===== src/rtl/radio_framer_pkg.sv =====
// Shared types, channel-code constants and helpers for the radio DDR channel framer.
package radio_framer_pkg;

   typedef enum logic {SEARCH, LOCKED} rx_state_t;
   typedef enum logic {IDLE, RUN} tx_state_t;

   localparam logic [1:0] CODE_1CH = 2'd0;
   localparam logic [1:0] CODE_2CH = 2'd1;
   localparam logic [1:0] CODE_4CH = 2'd2;
   localparam logic [1:0] CODE_MAX = 2'd3;

   localparam int MAX_CHAN  = 4;
   localparam int ERR_CNT_W = 16;

   // Active channel count for a code, clamped to what the instance was built for.
   function automatic logic [2:0] n_from_code(input logic [1:0] code, input int num_chan);
      logic [2:0] n;
      case (code)
         CODE_1CH: n = 3'd1;
         CODE_2CH: n = 3'd2;
         CODE_4CH: n = 3'd4;
         default:  n = 3'(num_chan);
      endcase
      if (int'(n) > num_chan) n = 3'(num_chan);
      return n;
   endfunction

endpackage


===== src/rtl/radio_framer_tx.sv =====
// TX interleaver: one-vector hold register feeding a per-frame shift register, slot
// counter with frame marker, handshake and underrun detection.
module radio_framer_tx
   import radio_framer_pkg::*;
#(
   parameter int SAMP_W   = 12,
   parameter int NUM_CHAN = 2
) (
   input  logic                       clk,
   input  logic                       rst_n,
   input  logic [2:0]                 n,
   input  logic                       flush,
   input  logic [NUM_CHAN*SAMP_W-1:0] tx_i_in,
   input  logic [NUM_CHAN*SAMP_W-1:0] tx_q_in,
   input  logic                       tx_valid,
   output logic                       tx_ready,
   output logic [SAMP_W-1:0]          tx_i,
   output logic [SAMP_W-1:0]          tx_q,
   output logic                       tx_frame,
   output logic                       tx_underrun
);

   tx_state_t         state;
   logic              started;
   logic              hold_full;
   logic [1:0]        slot;
   logic [1:0]        n_last;
   logic              boundary;
   logic              accept;
   logic [SAMP_W-1:0] hold_i  [MAX_CHAN];
   logic [SAMP_W-1:0] hold_q  [MAX_CHAN];
   logic [SAMP_W-1:0] shift_i [MAX_CHAN];
   logic [SAMP_W-1:0] shift_q [MAX_CHAN];

   assign n_last   = 2'(n - 3'd1);
   assign boundary = (slot == n_last);
   // Never claim acceptance in the flush cycle, since that vector would be dropped.
   assign tx_ready = started & ~flush & (~hold_full | boundary);
   assign accept   = tx_valid & tx_ready;

   always_ff @(posedge clk or negedge rst_n) begin
      if (!rst_n) begin
         state       <= IDLE;
         started     <= 1'b0;
         hold_full   <= 1'b0;
         slot        <= '0;
         tx_i        <= '0;
         tx_q        <= '0;
         tx_frame    <= 1'b0;
         tx_underrun <= 1'b0;
         for (int c = 0; c < MAX_CHAN; c++) begin
            hold_i[c]  <= '0;
            hold_q[c]  <= '0;
            shift_i[c] <= '0;
            shift_q[c] <= '0;
         end
      end else begin
         started     <= 1'b1;
         tx_underrun <= 1'b0;
         tx_i        <= shift_i[slot];
         tx_q        <= shift_q[slot];
         tx_frame    <= (slot == 2'd0);
         if (flush) begin
            state     <= IDLE;
            hold_full <= 1'b0;
            slot      <= '0;
            for (int c = 0; c < MAX_CHAN; c++) begin
               shift_i[c] <= '0;
               shift_q[c] <= '0;
            end
         end else begin
            slot <= boundary ? 2'd0 : slot + 2'd1;
            if (boundary) begin
               for (int c = 0; c < MAX_CHAN; c++) begin
                  shift_i[c] <= hold_full ? hold_i[c] : '0;
                  shift_q[c] <= hold_full ? hold_q[c] : '0;
               end
               if (hold_full) begin
                  state <= RUN;
               end else if (state == RUN) begin
                  tx_underrun <= 1'b1;
                  state       <= IDLE;
               end
            end
            if (accept) begin
               hold_full <= 1'b1;
               for (int c = 0; c < NUM_CHAN; c++) begin
                  hold_i[c] <= tx_i_in[c*SAMP_W +: SAMP_W];
                  hold_q[c] <= tx_q_in[c*SAMP_W +: SAMP_W];
               end
            end else if (boundary) begin
               hold_full <= 1'b0;
            end
         end
      end
   end

endmodule


===== src/rtl/radio_ddr_chan_framer.sv =====
// Time-multiplexed radio framer: RX deinterleaver with frame-alignment recovery plus TX
// interleaver. Defining RADIO_FRAMER_ERR_CNT_EN adds saturating error counters.
module radio_ddr_chan_framer
   import radio_framer_pkg::*;
#(
   parameter int SAMP_W   = 12,
   parameter int NUM_CHAN = 2
) (
   input  logic                       radio_clk,
   input  logic                       radio_rst_n,
   input  logic [1:0]                 chan_code,
   input  logic [SAMP_W-1:0]          rx_i,
   input  logic [SAMP_W-1:0]          rx_q,
   input  logic                       rx_frame,
   output logic [NUM_CHAN*SAMP_W-1:0] rx_i_out,
   output logic [NUM_CHAN*SAMP_W-1:0] rx_q_out,
   output logic                       rx_stb,
   output logic                       rx_align_err,
   input  logic [NUM_CHAN*SAMP_W-1:0] tx_i_in,
   input  logic [NUM_CHAN*SAMP_W-1:0] tx_q_in,
   input  logic                       tx_valid,
   output logic                       tx_ready,
   output logic [SAMP_W-1:0]          tx_i,
   output logic [SAMP_W-1:0]          tx_q,
   output logic                       tx_frame,
   output logic                       tx_underrun
`ifdef RADIO_FRAMER_ERR_CNT_EN
   ,
   input  logic                       err_cnt_clr,
   output logic [ERR_CNT_W-1:0]       rx_align_err_cnt,
   output logic [ERR_CNT_W-1:0]       tx_underrun_cnt
`endif
);

   logic [1:0]        code_q;
   logic [2:0]        n_cur;
   logic [2:0]        n_q;
   logic [1:0]        n_last;
   logic              flush;
   rx_state_t         rx_state;
   logic [1:0]        rx_slot;
   logic [SAMP_W-1:0] stage_i [MAX_CHAN];
   logic [SAMP_W-1:0] stage_q [MAX_CHAN];
   logic [SAMP_W-1:0] out_i   [MAX_CHAN];
   logic [SAMP_W-1:0] out_q   [MAX_CHAN];

   assign n_cur  = n_from_code(code_q, NUM_CHAN);
   assign n_last = 2'(n_cur - 3'd1);
   // A new channel count is seen one cycle before n_q catches up; that cycle flushes.
   assign flush  = (n_cur != n_q);

   always_ff @(posedge radio_clk or negedge radio_rst_n) begin
      if (!radio_rst_n) begin
         code_q <= CODE_1CH;
         n_q    <= 3'd1;
      end else begin
         code_q <= chan_code;
         n_q    <= n_cur;
      end
   end

   always_ff @(posedge radio_clk or negedge radio_rst_n) begin
      if (!radio_rst_n) begin
         rx_state     <= SEARCH;
         rx_slot      <= '0;
         rx_stb       <= 1'b0;
         rx_align_err <= 1'b0;
         for (int c = 0; c < MAX_CHAN; c++) begin
            stage_i[c] <= '0;
            stage_q[c] <= '0;
            out_i[c]   <= '0;
            out_q[c]   <= '0;
         end
      end else begin
         rx_stb       <= 1'b0;
         rx_align_err <= 1'b0;
         if (flush) begin
            rx_state <= SEARCH;
            rx_slot  <= '0;
         end else if (n_cur == 3'd1) begin
            rx_state <= SEARCH;
            rx_slot  <= '0;
            out_i[0] <= rx_i;
            out_q[0] <= rx_q;
            rx_stb   <= 1'b1;
         end else if (rx_state == SEARCH) begin
            if (rx_frame) begin
               stage_i[0] <= rx_i;
               stage_q[0] <= rx_q;
               rx_slot    <= 2'd1;
               rx_state   <= LOCKED;
            end
         end else if (rx_frame != (rx_slot == 2'd0)) begin
            // Misaligned: the partial vector is abandoned; a frame marker restarts it.
            rx_align_err <= 1'b1;
            if (rx_frame) begin
               stage_i[0] <= rx_i;
               stage_q[0] <= rx_q;
               rx_slot    <= 2'd1;
            end else begin
               rx_state <= SEARCH;
               rx_slot  <= '0;
            end
         end else begin
            stage_i[rx_slot] <= rx_i;
            stage_q[rx_slot] <= rx_q;
            if (rx_slot == n_last) begin
               for (int c = 0; c < MAX_CHAN; c++) begin
                  out_i[c] <= (rx_slot == 2'(c)) ? rx_i : stage_i[c];
                  out_q[c] <= (rx_slot == 2'(c)) ? rx_q : stage_q[c];
               end
               rx_stb  <= 1'b1;
               rx_slot <= '0;
            end else begin
               rx_slot <= rx_slot + 2'd1;
            end
         end
      end
   end

   for (genvar c = 0; c < NUM_CHAN; c++) begin : g_rx_out
      assign rx_i_out[c*SAMP_W +: SAMP_W] = (3'(c) < n_cur) ? out_i[c] : '0;
      assign rx_q_out[c*SAMP_W +: SAMP_W] = (3'(c) < n_cur) ? out_q[c] : '0;
   end

   radio_framer_tx #(
      .SAMP_W   (SAMP_W),
      .NUM_CHAN (NUM_CHAN)
   ) u_tx (
      .clk         (radio_clk),
      .rst_n       (radio_rst_n),
      .n           (n_cur),
      .flush       (flush),
      .tx_i_in     (tx_i_in),
      .tx_q_in     (tx_q_in),
      .tx_valid    (tx_valid),
      .tx_ready    (tx_ready),
      .tx_i        (tx_i),
      .tx_q        (tx_q),
      .tx_frame    (tx_frame),
      .tx_underrun (tx_underrun)
   );

`ifdef RADIO_FRAMER_ERR_CNT_EN
   function automatic logic [ERR_CNT_W-1:0] sat_inc(input logic [ERR_CNT_W-1:0] v);
      return (&v) ? v : v + 1'b1;
   endfunction

   always_ff @(posedge radio_clk or negedge radio_rst_n) begin
      if (!radio_rst_n) begin
         rx_align_err_cnt <= '0;
         tx_underrun_cnt  <= '0;
      end else if (err_cnt_clr) begin
         rx_align_err_cnt <= '0;
         tx_underrun_cnt  <= '0;
      end else begin
         if (rx_align_err) rx_align_err_cnt <= sat_inc(rx_align_err_cnt);
         if (tx_underrun)  tx_underrun_cnt  <= sat_inc(tx_underrun_cnt);
      end
   end
`endif

endmodule


===== config.mk =====
export PLATFORM = sky130hd
export DESIGN_NAME = radio_ddr_chan_framer
export DESIGN_NICKNAME = d
export VERILOG_FILES = /design/src/rtl/radio_framer_pkg.sv /design/src/rtl/radio_framer_tx.sv /design/src/rtl/radio_ddr_chan_framer.sv
export SDC_FILE = /design/constraint.sdc
export NUM_CORES = 1
export LEC_CHECK = 0
export ABC_CLOCK_PERIOD_IN_PS = 5400
export BUFFER_PORTS_ARGS = -buffer_cell sky130_fd_sc_hd__buf_2
export CORE_MARGIN = 2
export CORE_UTILIZATION = 45
export CTS_CLUSTER_DIAMETER = 50
export DETAILED_ROUTE_END_ITERATION = 6
export PLACE_DENSITY = 0.7
export SLEW_MARGIN = 20
export SYNTH_ARGS = -nofsm -noshare
export SYNTH_HDL_FRONTEND = slang
export SYNTH_HIERARCHICAL = 1
export SYNTH_SLANG_ARGS = --single-unit

===== constraint.sdc =====
create_clock -name radio_clk -period 5.4 [get_ports radio_clk]
set_input_delay 0.81 -clock radio_clk [delete_from_list [all_inputs] [get_ports radio_clk]]
set_output_delay 0.81 -clock radio_clk [all_outputs]
set_load 0.05 [all_outputs]

==> flow_summary.yaml, run 1 <==
run_status:
  outcome: "complete, no violations"
synth:
  yosys_most_used_dff: "dfrtp_1"
  async_flop_share: 1.00
  ys_ff_latch: 233
  seq_area_frac_synth: 0.605
  synthesis.area_um2: 9630
  syn-instance-count: 721
  yosysUniqueCellTypes: 46
  synth_nets: 803
  syn_avg_cell_area_um2: 13.4
  synth-edff-count: 0
  yosys_warnings: 102
cts:
  clock_latency_ns: 0.51
  cts_buffer_depth: 3
  cts-root-buf: "clkbuf_16"
  cts_made_buffers: 27
  post_cts_buffers: 0
  htree_levels: 1
  post_cts_resized: 0
  cts_sinks: 233
  ctsHoldBuffers: 0
  clk_pin_slew_ns: 0.06
  cts_tree: "done"
detailed_routing:
  dr.pass1.iters: 4
  dr_total_vias: 5940
  wirelength_um: 19400
  ant_nets: 0
  drc: 0
  wl_per_cell_um: 17.0
  vias_per_cell: 5.23
  initialDrtViolationCount: 187
min_path:
  hp-class: "primary input to asynchronous set/reset pin"
layout:
  area_growth_pct: 18.1
  fin_nets: 921
  instances_no_fill: 1136
  fill_cells: 1799
  final_cell_mix: "dfrtp_1 (231), buf_2 (153), mux2_2 (73)"
  drive_above_1_share: 0.346
  layout_commonest_cell: "dfrtp_1"
power_and_ir_drop:
  combPwrFrac: 0.116
  p_seq_frac: 0.461
  p_sw_frac: 0.257
  ir_worst_vdd_uv: 277
  p_leak_uw: 0.00547
  p_switching_uw: 1140
  powerDensity_nw_per_um2: 392
  intPower_uw: 3310
  power.share.clock: 0.423
sta:
  setup_tns_ns: 0
  relSlewSlack: 0.341
  slew_violations: 0
  rsz0062_at_grt: "no"
  period_share: 0.625
  setup_viol: 0
  period_minus_slack_ns: 3.38
  fin_skew_ns: 0.0129
  fmax_ghz: 0.296
  worst_pin_slew_ns: 0.986
  hold_violations: 0
floorplanning:
  die_w_um: 150
  coreArea_um2: 21000
  io_pins: 155
  die_h_um: 150
  dieArea_um2: 22600
  floorplan.rows: 53
  start_util: 0.458
placed_design:
  numPlacedInstances: 1085
  place.port_buffers: 154
  hpwl_um: 11900
  globalplace.congestion: 0.698
critical_path:
  rr_worst_depth: 7
  cpPeakStageDelay_ns: 0.39
  rrSetupSlack_ns: 2.20
  reg2reg_to: "out_i[39]"
  cp-end-kind: "output port"
  crit_chain: "or2_4, inv_1, nor2b_1, mux2i_4, nand2_1, and3b_1, buf_2"
  start_kind: "flip-flop"
  cp_max_fo: 31
  cp_top_family: "simple AND/OR/NAND/NOR gates"
  path_buf_inv: 2
  cp.arrival_ns: 2.57
  crit_path_top_delay_cell: "dfrtp_1"
  crit_type: "flip-flop to output port"
  reg2reg_from: "rx_slot[0]"
  required_ns: 4.59
global_routing:
  grt.overflow.total: 0
  grt.total_usage: 0.171
  grt_pass1_wl_um: 30700
  grt_pass1_vias: 5772
  antenna_found_initial: 3
  grt_max_degree: 139
job:
  drv_cap: 0
how the worst max path moves through the flow:
stage / from / end / cells after the start
finish: code_q[0] / tx_ready / 7
global placement: rx_frame / out_i[36] / 7
detailed placement: rx_frame / out_i[38] / 7
CTS: code_q[0] / tx_ready / 7
global route: code_q[0] / tx_ready / 7
floorplan: code_q[1] / tx_ready / 7
power groups by stage:
| stage | sequential [uW] | combinational [uW] | clock [uW] |
|---|---|---|---|
| floorplan | 2050 | 407 | 0 |
| global placement | 2080 | 510 | 0 |
| detailed placement | 2090 | 526 | 0 |
| CTS | 2060 | 528 | 1930 |
| global route | 2080 | 568 | 2000 |
| finish | 2060 | 518 | 1880 |
cells in the mapped netlist, types with 2 or more instances:
cell type,count,share of area
conb_1,2,0.00078
buf_6,13,0.015
buf_4,2,0.0016
o21ai_0,53,0.028
ha_1,4,0.0052
buf_2,12,0.0062
dlygate4sd3_1,2,0.0021
buf_1,2,0.00078
and2_1,26,0.017
inv_1,7,0.0027
nor2_1,28,0.011
a22o_1,48,0.044
a21oi_1,4,0.0021
o21ai_1,20,0.010
nor2b_1,3,0.0019
mux2i_1,72,0.075
dfrtp_1,232,0.60
mux2_2,73,0.085
mux2_1,23,0.027
nand3_1,2,0.0010
clkbuf_1,38,0.015
buf_8,2,0.0031
nor2_4,2,0.0023
nand2_1,29,0.011
registers in the layout, summed over array words and instances (netlist names), 3 cells and up:
name and flops:
stage_i 24, n_q 3, u_tx/shift_q 24, u_tx/hold_i 24
out_q 24, u_tx/tx_i 12, stage_q 24, u_tx/tx_q 12
u_tx/shift_i 24, out_i 24, u_tx/hold_q 24
stage by stage:
step | worst slack [ns] | hold slack (ns) | cell area [um^2] | util | total power (uW)
6_report | 2.02 | 0.287 | 11400 | 0.541 | 4460
5_1_grt | 1.88 | 0.360 | 11400 | 0.541 | 4650
3_5_place_dp | 1.93 | 0.462 | 10400 | 0.496 | 2610
2_1_floorplan | 2.64 | 0.442 | 9630 | - | 2450
4_1_cts | 1.96 | 0.326 | 11400 | 0.541 | 4510
3_3_place_gp | 2.11 | 0.453 | 10400 | 0.495 | 2590
cell type report:
cell class / count / area, um^2 / share of cell area
clock inverters: 16 / 213 / 0.0187
well taps: 275 / 344 / 0.0302
repair buffers: 160 / 851 / 0.0748
diodes: 3 / 7.51 / 0.000660
inverters: 7 / 26.3 / 0.00231
multi-input cells: 410 / 3380 / 0.297
clock buffers: 32 / 724 / 0.0637
flip-flops and latches: 233 / 5830 / 0.513
metal layers:
layer,part of all wire,global-route usage
met1,0.47,0.239
met2,0.45,0.272
met3,0.063,0.0412
met4,0.018,0.0382
met5,0.00057,0
logic make-up (layout without fill, tap and decap cells):
group	count (synthesis)	in the layout	synth area share
xor gates and xnor gates	1	1	0.00286
AOI/OAI and AO/OA	131	131	0.0910
DFF	233	233	0.605
muxes	169	169	0.189
buffers and inverters	78	215	0.0465
and+or+nand+nor	103	103	0.0590
other	2	5	0.000780
adders and majority gates	4	4	0.00520
Note: power is estimated with default switching activity, not from simulation.
==> inputs of run 2 (changes only) <==
- ABC_CLOCK_PERIOD_IN_PS: 5400 -> 3400
- clock period: 5.4 -> 3.4 ns (I/O delays scaled with it)
==> run 2 against run 1 <==
Compared with the run above: via count about the same; sequential cell count did not move; die area unchanged; clock skew increased by 0.0072 ns; critical path depth is the same; non-clock buffer count up 10; clock-buffer cell count up 4; sequential power rose by 58%; setup slack worse by 1.7 ns; final area increased by 0.73%; hold slack got worse by 0.26 ns; highest routed layer unchanged.
==> flow_summary.yaml, run 2 (synthesis gave the netlist of run 1 again) <==
run_status:
  outcome: "complete, no violations"
global_routing:
  antenna_found_initial: 3
  grt.total_usage: 0.179
  grt_max_degree: 111
  grt_pass1_vias: 6053
  grt.overflow.total: 0
  grt_pass1_wl_um: 32200
sta:
  period_share: 0.913
  hold_violations: 0
  rsz0062_at_grt: "no"
  setup_viol: 0
  period_minus_slack_ns: 3.10
  setup_tns_ns: 0
  worst_pin_slew_ns: 0.837
  slew_violations: 0
  holdWs_ns: 0.0314
  relSlewSlack: 0.442
  fmax_ghz: 0.322
  fin_skew_ns: 0.0201
detailed_routing:
  dr_total_vias: 5943
  drc: 0
  vias_per_cell: 5.19
  ant_nets: 0
  initialDrtViolationCount: 263
  dr.pass1.iters: 4
  wirelength_um: 19900
  wl_per_cell_um: 17.4
critical_path:
  cp-endpoint: "tx_ready"
  required_ns: 2.89
  start_kind: "flip-flop"
  crit_chain: "or2_4, inv_1, nor2b_1, mux2i_4, nand2_1, and3b_1, buf_2"
  crit_path_top_delay_cell: "or2_4"
  reg2reg_to: "out_i[37]"
  crit_type: "flip-flop to output port"
  cpPeakStageDelay_ns: 0.41
  reg2reg_from: "rx_slot[0]"
  cp-end-kind: "output port"
  rr_worst_depth: 8
  rrSetupSlack_ns: 0.62
  crit_path_start: "code_q[0]"
  cp_max_fo: 31
  cp.arrival_ns: 2.59
cts:
  clk_pin_slew_ns: 0.06
  clock_latency_ns: 0.53
  post_cts_buffers: 0
  cts_sinks: 233
  cts_made_buffers: 28
  cts-root-buf: "clkbuf_16"
  cts_tree: "done"
  ctsHoldBuffers: 0
  htree_levels: 1
  cts_buffer_depth: 3
  post_cts_resized: 0
layout:
  seqCellArea_um2: 5830
  fin_nets: 932
  design_area_um2: 11500
  drive_above_1_share: 0.354
  instances_no_fill: 1146
  area_growth_pct: 18.9
  multiInputGateArea_um2: 3380
  fill_cells: 1748
  final_cell_mix: "dfrtp_1 (231), buf_2 (153), mux2_2 (73)"
  layout_commonest_cell: "dfrtp_1"
floorplanning:
  start_util: 0.458
  floorplan.rows: 53
  io_pins: 155
  die_h_um: 150
  dieArea_um2: 22600
  die_w_um: 150
  coreArea_um2: 21000
power_and_ir_drop:
  p_leak_uw: 0.00553
  power.share.clock: 0.418
  ir_worst_vdd_uv: 465
  p_seq_frac: 0.462
  p_sw_frac: 0.258
  p_switching_uw: 1820
  combPwrFrac: 0.121
  powerDensity_nw_per_um2: 615
  intPower_uw: 5230
placed_design:
  globalplace.congestion: 0.742
  placedInstanceArea_um2: 10500
  place.port_buffers: 154
  hpwl_um: 12300
  numPlacedInstances: 1095
job:
  drv_cap: 0
min_path:
  hp-class: "primary input to asynchronous set/reset pin"
run 2: area by class of cell:
class,instances,share of cell area
Tap cell,275,0.0300
Timing Repair Buffer,170,0.0819
Clock inverter,13,0.0126
Multi-Input combinational cell,410,0.295
Inverter,7,0.00229
Clock buffer,36,0.0690
Sequential cell,233,0.509
Antenna cell,2,0.000437
run 2: per-layer routing:
metal  vias up  routed length (um)  track usage
li1       2760                   -            -
met1      2962                8770        0.245
met2       195                9300        0.289
met3        24                1520       0.0485
met4         2                 293       0.0349
met5         -                  13            0
run 2: how the worst min path moves through the flow:
stage | endpoint
after floorplan | code_q[0]
after global placement | out_i[34]
after detailed placement | u_tx/state
after CTS | code_q[0]
after global routing | code_q[0]
final | out_i[45]
run 2: power groups by stage:
stage / registers (uW) / logic, uW / clock network, uW
5_1_grt: 3290 / 930 / 3130
3_5_place_dp: 3300 / 861 / 0
4_1_cts: 3250 / 865 / 3000
6_report: 3250 / 851 / 2940
2_1_floorplan: 3250 / 646 / 0
3_3_place_gp: 3290 / 837 / 0
run 2: worst max-delay path: cells and delay by family (launching register included):
family                 cells  cell delay [ns]
buffers and inverters      2             0.45
flip-flops                 1             0.40
AND/OR/NAND/NOR            4             0.93
multiplexers               1             0.28
run 2: through the flow:
stage / power, uW / worst slack (ns) / utilization
after floorplan: 3900 / 0.944 / -
after global placement: 4120 / 0.703 / 0.500
after detailed placement: 4160 / 0.611 / 0.500
after CTS: 7120 / 0.262 / 0.545
after global routing: 7350 / 0.127 / 0.545
final: 7050 / 0.296 / 0.545
==> inputs of run 3 (changes only) <==
--- a/constraint.sdc
+++ b/constraint.sdc
@@ -3,2 +3,2 @@
 set_output_delay 0.51 -clock radio_clk [all_outputs]
-set_load 0.05 [all_outputs]
+set_load 0.02 [all_outputs]
==> run 3 against run 2 <==
Compared with the run above: the flow now finishes with violations (negative hold slack); sequential cell count stayed put; sequential power hardly changed; setup slack better by 0.090 ns; clock-buffer cell count is 2 higher; first-iteration DRC count is 11% higher; fmax is 3.0% higher; global-route usage is 0.12 points higher; via count is 0.45% higher; core utilization is 0.38 points higher; cell count is 0.17% higher.
==> flow_summary.yaml, run 3 (synthesis gave the netlist of run 1 again) <==
critical_path:
  crit_path_start: "code_q[1]"
  rr_worst_depth: 8
  cp_max_fo: 31
  rrSetupSlack_ns: 0.60
  cp-end-kind: "output port"
  start_kind: "flip-flop"
  cp-endpoint: "tx_ready"
  cp.arrival_ns: 2.50
  crit_type: "flip-flop to output port"
  required_ns: 2.89
  reg2reg_from: "rx_slot[0]"
  reg2reg_to: "out_i[37]"
layout:
  final_cell_mix: "dfrtp_1 (231), buf_2 (153), mux2_2 (73)"
  drive_above_1_share: 0.355
  layout_commonest_cell: "dfrtp_1"
  fill_cells: 1774
  multiInputGateArea_um2: 3380
  seqCellArea_um2: 5830
  fin_nets: 931
  area_growth_pct: 19.8
cts:
  clock_latency_ns: 0.53
  cts-root-buf: "clkbuf_16"
  cts_tree: "done"
  htree_levels: 1
  post_cts_buffers: 0
  post_cts_resized: 0
  clk_pin_slew_ns: 0.06
  cts_buffer_depth: 3
  ctsHoldBuffers: 0
  cts_sinks: 233
  cts_made_buffers: 28
sta:
  holdWs_ns: -0.0196
  slew_violations: 0
  setup_viol: 0
  fmax_ghz: 0.332
  period_share: 0.887
  setup_tns_ns: 0
  hold_violations: 7
  period_minus_slack_ns: 3.01
  relSlewSlack: 0.475
  fin_skew_ns: 0.0160
  rsz0062_at_grt: "no"
  worst_pin_slew_ns: 0.785
power_and_ir_drop:
  powerDensity_nw_per_um2: 623
  ir_worst_vdd_uv: 379
  total_power_uw: 7190
  p_leak_uw: 0.00556
detailed_routing:
  ant_nets: 0
  initialDrtViolationCount: 292
  drc: 0
  vias_per_cell: 5.20
  dr.pass1.iters: 4
  dr_total_vias: 5970
  wl_per_cell_um: 17.4
  wirelength_um: 20000
placed_design:
  globalplace.congestion: 0.708
  place.port_buffers: 154
  hpwl_um: 12200
global_routing:
  use_met2: 0.296
  grt_busiest_layer: "met2"
  antenna_found_initial: 3
  grt_pass1_vias: 6234
  gr-usage-met3: 0.0485
  grt_pass1_wl_um: 32600
  grt_max_degree: 100
  groute.layer.met1.usage: 0.241
  grt.total_usage: 0.180
  grt.overflow.total: 0
floorplanning:
  floorplan.rows: 53
  coreArea_um2: 21000
  start_util: 0.458
  die_h_um: 150
  io_pins: 155
  dieArea_um2: 22600
  die_w_um: 150
run_status:
  violations: "negative hold slack"
  outcome: "complete, but fails checks"
job:
  drv_cap: 0
min_path:
  hp-class: "primary input to asynchronous set/reset pin"
[run 3: per-stage QoR]
step                cells  hold WS, ns  setup WS, ns   util  cell area, um^2
floorplan             721        0.214         0.952      -             9630
global placement     1094        0.452         0.729  0.499            10500
detailed placement   1094        0.462         0.612  0.499            10500
CTS                  1146       0.0309         0.327  0.549            11500
global route         1146       0.0492         0.195  0.549            11500
finish               1148      -0.0196         0.386  0.549            11500
[run 3: worst max-delay path: stages, from the launching register on]
cell	delay [ns]
dfrtp_1	0.38
or2_4	0.40
inv_1	0.22
nor2b_1	0.21
mux2i_4	0.28
nand2_1	0.11
and3b_1	0.20
buf_2	0.16
[run 3: worst min path at each step]
stage	startpoint	endpoint	slack (ns)	cells past startpoint
2_1_floorplan	radio_rst_n	code_q[0]	0.21	0
3_5_place_dp	out_i[24]	out_i[24]	0.46	2
3_3_place_gp	out_i[34]	out_i[34]	0.45	2
4_1_cts	radio_rst_n	out_i[33]	0.03	1
5_1_grt	radio_rst_n	out_i[33]	0.05	1
6_report	radio_rst_n	out_i[33]	-0.02	1
[run 3: final cells by class]
class	count	share of cell area
inverter	7	0.00228
tap	275	0.0298
clock buffer	38	0.0710
sequential	233	0.506
clock inverter	14	0.0185
timing repair buffer	169	0.0796
antenna	2	0.000434
multi-input combinational	410	0.293
[run 3: power breakdown]
part / total (uW) / leakage, uW / internal, uW / switching (uW)
Clock: 3230 / 0.000500 / 2070 / 1160
Sequential: 3250 / 0.00307 / 3090 / 162
Combinational: 716 / 0.00200 / 341 / 375
[run 3: metal layers]
metal,share of wire,up-vias
li1,-,2772
met1,0.45,2997
met2,0.47,172
met3,0.070,27
met4,0.015,2
met5,0.00065,-
